## config.mk

```make
export PLATFORM = sky130hd
export DESIGN_NAME = uart_rx_ext
export DESIGN_NICKNAME = d
export VERILOG_FILES = /design/src/rtl/uart_pkg.sv /design/src/rtl/uart_bit_sampler.sv /design/src/rtl/uart_rx_ext.sv
export SDC_FILE = /design/constraint.sdc
export NUM_CORES = 1
export LEC_CHECK = 0
export BUFFER_PORTS_ARGS = -buffer_cell sky130_fd_sc_hd__buf_2
export CAP_MARGIN = 0
export CELL_PAD_IN_SITES_DETAIL_PLACEMENT = 1
export CELL_PAD_IN_SITES_GLOBAL_PLACEMENT = 2
export CORE_ASPECT_RATIO = 0.9
export CORE_UTILIZATION = 32
export CTS_BUF_LIST = sky130_fd_sc_hd__clkbuf_16
export CTS_CLUSTER_DIAMETER = 200
export DETAILED_ROUTE_END_ITERATION = 6
export GPL_ROUTABILITY_DRIVEN = 0
export PLACE_DENSITY_LB_ADDON = 0.25
export SETUP_SLACK_MARGIN = 0.4
export SYNTH_ARGS = -nofsm -noshare
export SYNTH_HDL_FRONTEND = slang
export SYNTH_SLANG_ARGS = --single-unit
```

## constraint.sdc

```tcl
create_clock -name clk -period 4.52 [get_ports clk]
set_clock_uncertainty 0.2 [all_clocks]
set_input_delay 0.678 -clock clk [delete_from_list [all_inputs] [get_ports clk]]
set_output_delay 0.678 -clock clk [all_outputs]
set_load 0.01 [all_outputs]
```

## src/rtl/uart_pkg.sv

```systemverilog
// uart_pkg: state encoding and parity-mode constants shared by the UART receiver and transmitter.
package uart_pkg;
    typedef enum logic [2:0] {IDLE, START, DATA, PARITY, STOP1, STOP2, BRK_WAIT} state_t;
    localparam logic [1:0] PAR_NONE = 2'b00;
    localparam logic [1:0] PAR_EVEN = 2'b01;
    localparam logic [1:0] PAR_ODD  = 2'b10;
endpackage

```

## src/rtl/uart_bit_sampler.sv

```systemverilog
// uart_bit_sampler: two-flop line synchroniser and 3-sample majority voter around the bit centre.
module uart_bit_sampler #(
    parameter int OVERSAMPLE = 16,
    parameter int TW = $clog2(OVERSAMPLE)
) (
    input  logic          clk,
    input  logic          reset,
    input  logic          baud_tick,
    input  logic          rxd,
    input  logic [TW-1:0] t,
    output logic          synced_rxd,
    output logic          bit_value,
    output logic          bit_strobe
);
    localparam logic [TW-1:0] M0 = TW'(OVERSAMPLE/2 - 1);
    localparam logic [TW-1:0] M1 = TW'(OVERSAMPLE/2);
    localparam logic [TW-1:0] M2 = TW'(OVERSAMPLE/2 + 1);
    logic meta, s0, s1;
    always_ff @(posedge clk or negedge reset) begin
        if (!reset) begin
            {meta, synced_rxd, s0, s1} <= '1;
        end else begin
            {synced_rxd, meta} <= {meta, rxd};
            if (baud_tick && t == M0) s0 <= synced_rxd;
            if (baud_tick && t == M1) s1 <= synced_rxd;
        end
    end
    // third vote is the live synced line, so the result is valid on the M+1 tick itself
    assign bit_value  = (s0 & s1) | (s0 & synced_rxd) | (s1 & synced_rxd);
    assign bit_strobe = baud_tick && t == M2;
endmodule

```

## src/rtl/uart_rx_ext.sv

```systemverilog
// uart_rx_ext: oversampling UART receiver with parity, 1/2 stop bits, break detection and valid/ready output.
module uart_rx_ext
    import uart_pkg::*;
#(
    parameter int DATA_BITS  = 8,
    parameter int OVERSAMPLE = 16
) (
    input  logic                 clk,
    input  logic                 reset,
    input  logic                 baud_tick,
    input  logic                 RxD,
    input  logic [1:0]           parity_mode,
    input  logic                 two_stop,
    output logic [DATA_BITS-1:0] RxData,
    output logic                 rx_valid,
    input  logic                 rx_ready,
    output logic                 Parity_error,
    output logic                 Stop_error,
    output logic                 overrun,
    output logic                 break_det
);
    localparam int TW = $clog2(OVERSAMPLE);
    localparam int CW = $clog2(DATA_BITS + 1);
    localparam logic [TW-1:0] T_LAST = TW'(OVERSAMPLE - 1);
    localparam logic [CW-1:0] N_LAST = CW'(DATA_BITS);
    state_t state, state_n;
    logic [TW-1:0] t;
    logic [CW-1:0] n;
    logic [DATA_BITS-1:0] data;
    logic [1:0] pm;
    logic ts, par_err, par_bit, stop1_low;
    logic synced, bit_value, strobe, bit_end, par_en, complete, is_break, first_stop_low, frame_serr;

    uart_bit_sampler #(.OVERSAMPLE(OVERSAMPLE), .TW(TW)) u_sampler (
        .clk(clk), .reset(reset), .baud_tick(baud_tick), .rxd(RxD), .t(t),
        .synced_rxd(synced), .bit_value(bit_value), .bit_strobe(strobe)
    );

    assign bit_end        = baud_tick && t == T_LAST;
    assign par_en         = pm == PAR_EVEN || pm == PAR_ODD;
    assign first_stop_low = (state == STOP1) ? !bit_value : stop1_low;
    assign frame_serr     = first_stop_low | !bit_value;
    assign is_break       = data == '0 && (!par_en || !par_bit) && first_stop_low;

    always_comb begin
        state_n  = state;
        complete = 1'b0;
        case (state)
            IDLE:     state_n = (baud_tick && !synced) ? START : IDLE;
            START:    state_n = (strobe && bit_value) ? IDLE : bit_end ? DATA : START;
            DATA:     state_n = (bit_end && n == N_LAST) ? (par_en ? PARITY : STOP1) : DATA;
            PARITY:   state_n = bit_end ? STOP1 : PARITY;
            STOP1: begin
                complete = strobe && !ts;
                state_n  = complete ? (is_break ? BRK_WAIT : IDLE) : (bit_end && ts) ? STOP2 : STOP1;
            end
            STOP2: begin
                complete = strobe;
                state_n  = complete ? (is_break ? BRK_WAIT : IDLE) : STOP2;
            end
            BRK_WAIT: state_n = (baud_tick && synced) ? IDLE : BRK_WAIT;
            default:  state_n = IDLE;
        endcase
    end

    always_ff @(posedge clk or negedge reset) begin
        if (!reset) state <= IDLE;
        else        state <= state_n;
    end

    always_ff @(posedge clk or negedge reset) begin
        if (!reset) begin
            {t, n, data, pm, ts, par_err, par_bit, stop1_low} <= '0;
        end else if (baud_tick) begin
            // the detecting tick counts as t=0 of the start bit
            t <= (state_n != state) ? ((state_n == START) ? TW'(1) : '0) : (t == T_LAST) ? '0 : t + 1'b1;
            n <= (state_n != state) ? '0 : (strobe && state == DATA) ? n + 1'b1 : n;
            if (state == IDLE && state_n == START) begin
                pm <= parity_mode;
                ts <= two_stop;
                {par_err, par_bit, stop1_low} <= '0;
            end
            if (strobe && state == DATA) data <= {bit_value, data[DATA_BITS-1:1]};
            if (strobe && state == PARITY) begin
                par_bit <= bit_value;
                par_err <= (pm == PAR_EVEN) ? (^data != bit_value) : (^data == bit_value);
            end
            if (strobe && state == STOP1) stop1_low <= !bit_value;
        end
    end

    always_ff @(posedge clk or negedge reset) begin
        if (!reset) begin
            {rx_valid, RxData, Parity_error, Stop_error, overrun, break_det} <= '0;
        end else begin
            overrun   <= complete && !is_break && rx_valid && !rx_ready;
            break_det <= complete && is_break;
            if (complete && !is_break && !(rx_valid && !rx_ready)) begin
                rx_valid     <= 1'b1;
                RxData       <= data;
                Parity_error <= par_err;
                Stop_error   <= frame_serr;
            end else if (rx_ready) begin
                rx_valid <= 1'b0;
            end
        end
    end
endmodule

```

# Yosys cells after proc, flatten, opt, wreduce, memory -nomap -nowiden
# Cells that the tools add are included.
# totals
out_inout_bits	13
ram_bits	0
n_memories	0
latchBits	0
inputBits	8
mem_bits_ro	0
wordCells	114
register_bits	42
# op_classes
shifts	0
multipliers	0
n_eq_ne	17
magnitude_cmp	0
muxes	26
bitwise_logic	6
div	0
add_sub_neg	2
reduce_logical	44
# ops
operator	count
logical AND 1 bit	22
2-to-1 mux 3 bit	7
case mux 3 bit (7 select lines)	1
equality test 4 bit, second input constant	4
2-to-1 mux 4 bit	4
2-to-1 mux 1 bit	11
AND reduction 2 bit	5
equality test 3 bit, second input constant	3
adder 4 x 1 -> 4 bit, second input constant	2
zero test 1 bit	8
zero test 8 bit	1
nonzero test 2 bit	4
XOR reduction 8 bit	1
equality test 3 x 1 -> 1 bit, second input constant	2
equality test 3 x 2 -> 1 bit, second input constant	2
equality test 4 x 3 -> 1 bit, second input constant	1
2-to-1 mux 2 bit	2
AND 1 bit	3
zero test 3 bit	1
inequality test 3 bit	1
bitwise OR 1 bit	3
equality test 2 x 1 -> 1 bit, second input constant	1
equality test 2 bit, second input constant	1
logical OR 1 bit	2
3 further kinds	3

# Longest topological paths before layout
# logic_depth
word_depth	13
ltp_mapped	9
depth_no_buf	8

# Modules after synthesis
# From an unflattened synthesis, not the netlist that was laid out.
# hier_totals
hier_cells	235
hier_area_um2	2245.9
# modules_own_cells
module	n_inst	area_each_um2	cells_each
uart_rx_ext	1	2075.7	223
uart_bit_sampler	1	170.2	12

# Worst setup path after synthesis
# Ideal clock, no wire load.
# synth_timing
path_kind	input to register
from	input baud_tick
to	register n[0]
path_slack_ns	2.175
arrival_ns	2.063
required_ns	4.238
stages	7
path_cell_list	buf_4 -> and3_1 -> a211o_1 -> and3_1 -> a2111oi_4 -> nand2_2 -> a31oi_1
# synth_via
elab_chain_len	8
elab_cells_between_ends	23
# synth_lines
item	line_no	source
start: declaration	uart_rx_ext.sv:10	input logic baud_tick,
logical AND 1 bit	uart_rx_ext.sv:39	assign bit_end = baud_tick && t == T_LAST;
logical AND 1 bit	uart_rx_ext.sv:55	state_n = complete ? (is_break ? BRK_WAIT : IDLE) : (bit_end && ts) ? STOP2 : STOP1;
2-to-1 mux 1 bit	uart_rx_ext.sv:55	
2-to-1 mux 3 bit	uart_rx_ext.sv:55	
case mux 3 bit (7 select lines)	uart_rx_ext.sv:48	case (state)
inequality test 3 bit	uart_rx_ext.sv:77	n <= (state_n != state) ? '0 : (strobe && state == DATA) ? n + 1'b1 : n;
nonzero test 2 bit (no line)	n/a	
AND reduction 2 bit (no line)	n/a	
end signal: assignment	uart_rx_ext.sv:77	
end: declaration	uart_rx_ext.sv:28	logic [CW-1:0] n;
# Several ways; a longest one is shown, not always the timed one.
# A chain may end at the register's enable or synchronous reset.

# Worst setup path after layout
# layout_timing
from	input baud_tick
to	register Parity_error
# layout_via
elab_chain_len	5
# layout_lines
item	line_no	source
logical AND 1 bit *	uart_bit_sampler.sv:30	assign bit_strobe = baud_tick && t == M2;
logical AND 1 bit	uart_rx_ext.sv:54	complete = strobe && !ts;
case mux 1 bit (2 select lines) *	uart_rx_ext.sv:48	
logical AND 1 bit * (2 in series)	uart_rx_ext.sv:98	if (complete && !is_break && !(rx_valid && !rx_ready)) begin
end signal: assignment	uart_rx_ext.sv:101	Parity_error <= par_err;
end: declaration	uart_rx_ext.sv:17	output logic Parity_error,
# Every way passes the cells marked *; elsewhere a longest branch is shown, timed or not.

==> qor.yml <==
power_and_ir_drop:
  total_switching_power_uw: 520
  clkPwrFrac_pct: 30.3
  internal_power_mw: 1.01
  finalPower_mw: 1.53
  power-per-cell-area_mw_per_mm2: 612
  seq_power_share_pct: 38.9
  sw_frac_of_total_pct: 34.0
  comb_power_share_pct: 30.8
  ir_worst_vdd_uv: 190
  p_leak_nw: 1.22
cts:
  hold_buffers: 0
  clock_sink_count: 42
  cts_buffers: 5
  postCtsSetupBuffers: 0
  cts_root_buffer: "clkbuf_16"
  cts_repair_resize_count: 0
  worstSkewPairLatency_ps: 280
  clockBufferDepth: 2
  cts.clk_slew.worst_paths_ps: 60
  cts_tree: "yes"
  number_of_h_tree_levels: 2
drt:
  avgRoutedWirePerCell_um: 15.0
  detail-route-antenna-nets: 0
  firstDrtPassIters: 4
  routed-via-count: 1572
  wirelength_mm: 4.79
  remaining_drc_errors: 0
  routed_via_density: 4.93
  initialDrtViolationCount: 74
flow_run:
  maxCapViolCount: 0
synthesis:
  synthesis.yosys.warnings: 0
  ys_top_cells_by_area: "dfrtp_1, ha_1, o21ai_0"
  synth_cells: 213
  yosys_register_bits: 42
  synth.avg_cell_area_um2: 10.1
  yosysUniqueCellTypes: 42
  ys_flop_type: "dfrtp_1"
  synth_common_cells: "dfrtp_1, nand2_1, o21ai_0, inv_1, ha_1"
  synth.most_common_cell: "dfrtp_1"
  edff_count_synth: 0
  synthesis.nets: 231
  ys_seq_area_share_pct: 49.0
  postSynth.asyncResetShare_pct: 100
  synth_top_area_share_pct: 44.2
  post_synth_instance_area_mm2: 0.00215
  synth_top_area_cell: "dfrtp_1"
global_routing:
  grt_max_degree: 43
  vias_in_the_first_global_route: 1538
  globalRouteOverflowTotal: 0
  grt_first_pass_wirelength_mm: 7.97
  number_of_antenna_violations_at_the_first_check_in_global_routing: 0
  gr-usage-all-layers_pct: 15.3
critical_path:
  worstReg2RegStart: "pm[0]$_DFFE_PN0P_"
  worst_setup_path_end_kind: "register"
  regToRegSetupSlack_ps: 2010
  worstRegToRegCells: 7
  slowest_cell_on_crit_path: "mux2_2"
  cp.arrival_ps: 2530
  critPathTopFamily: "simple AND/OR/NAND/NOR gates"
  critPathMaxFanout: 20
  crit_cells: 5
  crit_required_ps: 4490
  max_stage_delay_ps: 450
  path_buf_inv: 1
  r2r-end: "n[0]$_DFFE_PN0P_"
  worstPathCellList: "buf_2 > and4b_1 > and3_4 > nand3_1 > mux2_2"
  critPathLaunchType: "input pin"
  criticalPathCategory: "in2reg"
place:
  preCtsSetupSlack_ps: 1620
  dp_hpwl_mm: 3.33
  post_dp_cell_area_mm2: 0.00231
  io_buffers: 20
  placed_cells_incl_taps: 311
die:
  die_height_um: 79.8
  core_area_mm2: 0.00632
  initial_core_util_pct: 34.1
  dieArea_mm2: 0.00706
  std_cell_rows: 27
  design.portCount: 21
  die-width_um: 88.5
layout:
  fin_nets: 249
  post_route_cells_drive_above_1_share_pct: 19.4
  area.growth.synth_to_final_pct: 16.2
  final_design_area_no_fill_mm2: 0.00250
  post_layout_nonfiller_instances: 319
  n_antenna_cell: 0
sta:
  setup_slack_ps: 1960
  fin_crit_ps: 2560
  setup_viol: 0
  post-route-period-util_pct: 56.7
  fmax_mhz: 390
  hold_viol_final: 0
  slew_headroom_pct: 36.3
  report.final.slew_viol_count: 0
  totalNegativeSetupSlack_ps: 0
  grt_setup_unrepaired: "false"
  worst-slew-pin-transition_ps: 955
hold_path:
  timing.hold.worst_path_depth: 0
  min-delay-path-class: "reg2reg"
  min-delay-start: "u_sampler.meta$_DFF_PN1_"
  worst_hold_path.endpoint: "u_sampler.synced_rxd$_DFF_PN1_"
status:
  status: "complete, no violations"
## sequential cells by signal, summed over array words and instances, names as in the netlist, 2 cells and up
name and cells:
pm 2, state 3, data 8, t 4, RxData 8, n 4
## kinds of logic (layout without fill, tap and decap cells)
logic type / Yosys count / in the layout / synth area share [%]
compound gates: 47 / 47 / 14.4
mux: 8 / 8 / 4.13
simple gates: 68 / 68 / 17.1
xor+xnor: 8 / 8 / 3.25
buf+inv: 29 / 48 / 5.75
flops: 42 / 42 / 49.0
fa+ha+maj: 11 / 11 / 6.33
## how the worst max path moves through the flow
stage	from	end
after floorplan	baud_tick	n[0]$_DFFE_PN0P_
after CTS	baud_tick	Parity_error$_DFFE_PN0P_
after global placement	baud_tick	Stop_error$_DFFE_PN0P_
after global routing	data[1]$_DFFE_PN0P_	Parity_error$_DFFE_PN0P_
after detailed placement	baud_tick	Stop_error$_DFFE_PN0P_
final	baud_tick	Parity_error$_DFFE_PN0P_
## cell usage in the layout (no fill, tap or decap), types with 2 or more instances in the layout
cell type,instances
and3_1,5
nor2_1,7
dfrtp_1,38
dfstp_2,4
inv_1,20
mux2_2,7
a21oi_1,5
a31oi_1,3
buf_2,20
o21ai_0,25
o211ai_1,2
xnor2_1,5
nand3_1,7
nand2_1,27
xor2_1,3
nand4_1,9
nand2b_1,2
ha_1,10
clkbuf_16,5
o2111ai_1,2
a211o_1,2
bufinv_16,2
o22ai_1,3
and4b_1,2
## power groups by stage
stage,Sequential (mW),Combinational [mW],Clock [mW]
final,0.596,0.472,0.465
after global routing,0.618,0.538,0.492
after CTS,0.598,0.482,0.478
after detailed placement,0.603,0.481,0
after global placement,0.600,0.473,0
after floorplan,0.579,0.356,0
## metrics by stage
step / hold slack (ps) / util, %
final: 157 / 39.6
after global routing: 159 / 39.6
after CTS: 158 / 39.6
after detailed placement: 149 / 36.6
after global placement: 148 / 36.6
after floorplan: 145 / -
## area by class of cell
cell class                      count  area, um^2
Clock inverter                      3        63.8
Inverter                           20        75.1
Fill cell                         734        3810
Tap cell                           87         109
Multi-Input combinational cell    142         973
Timing Repair Buffer               20         100
Sequential cell                    42        1060
Clock buffer                        5         125
## worst register-to-register path: stages (launching register included)
cell	delay, ps
dfrtp_1	380
ha_1	330
and4b_1	250
a211o_1	320
and3_1	210
a2111oi_4	380
nand2_2	180
a31oi_1	180
## metal layers
layer  share of wire, %  wire (um)  track usage (%)
met5                  0          0                0
met1                 54       2610             22.1
met2                 42       2010             22.3
met3                2.5        122             3.72
met4                1.2         57             4.84
No activity file was read; power rests on OpenSTA's default activity.
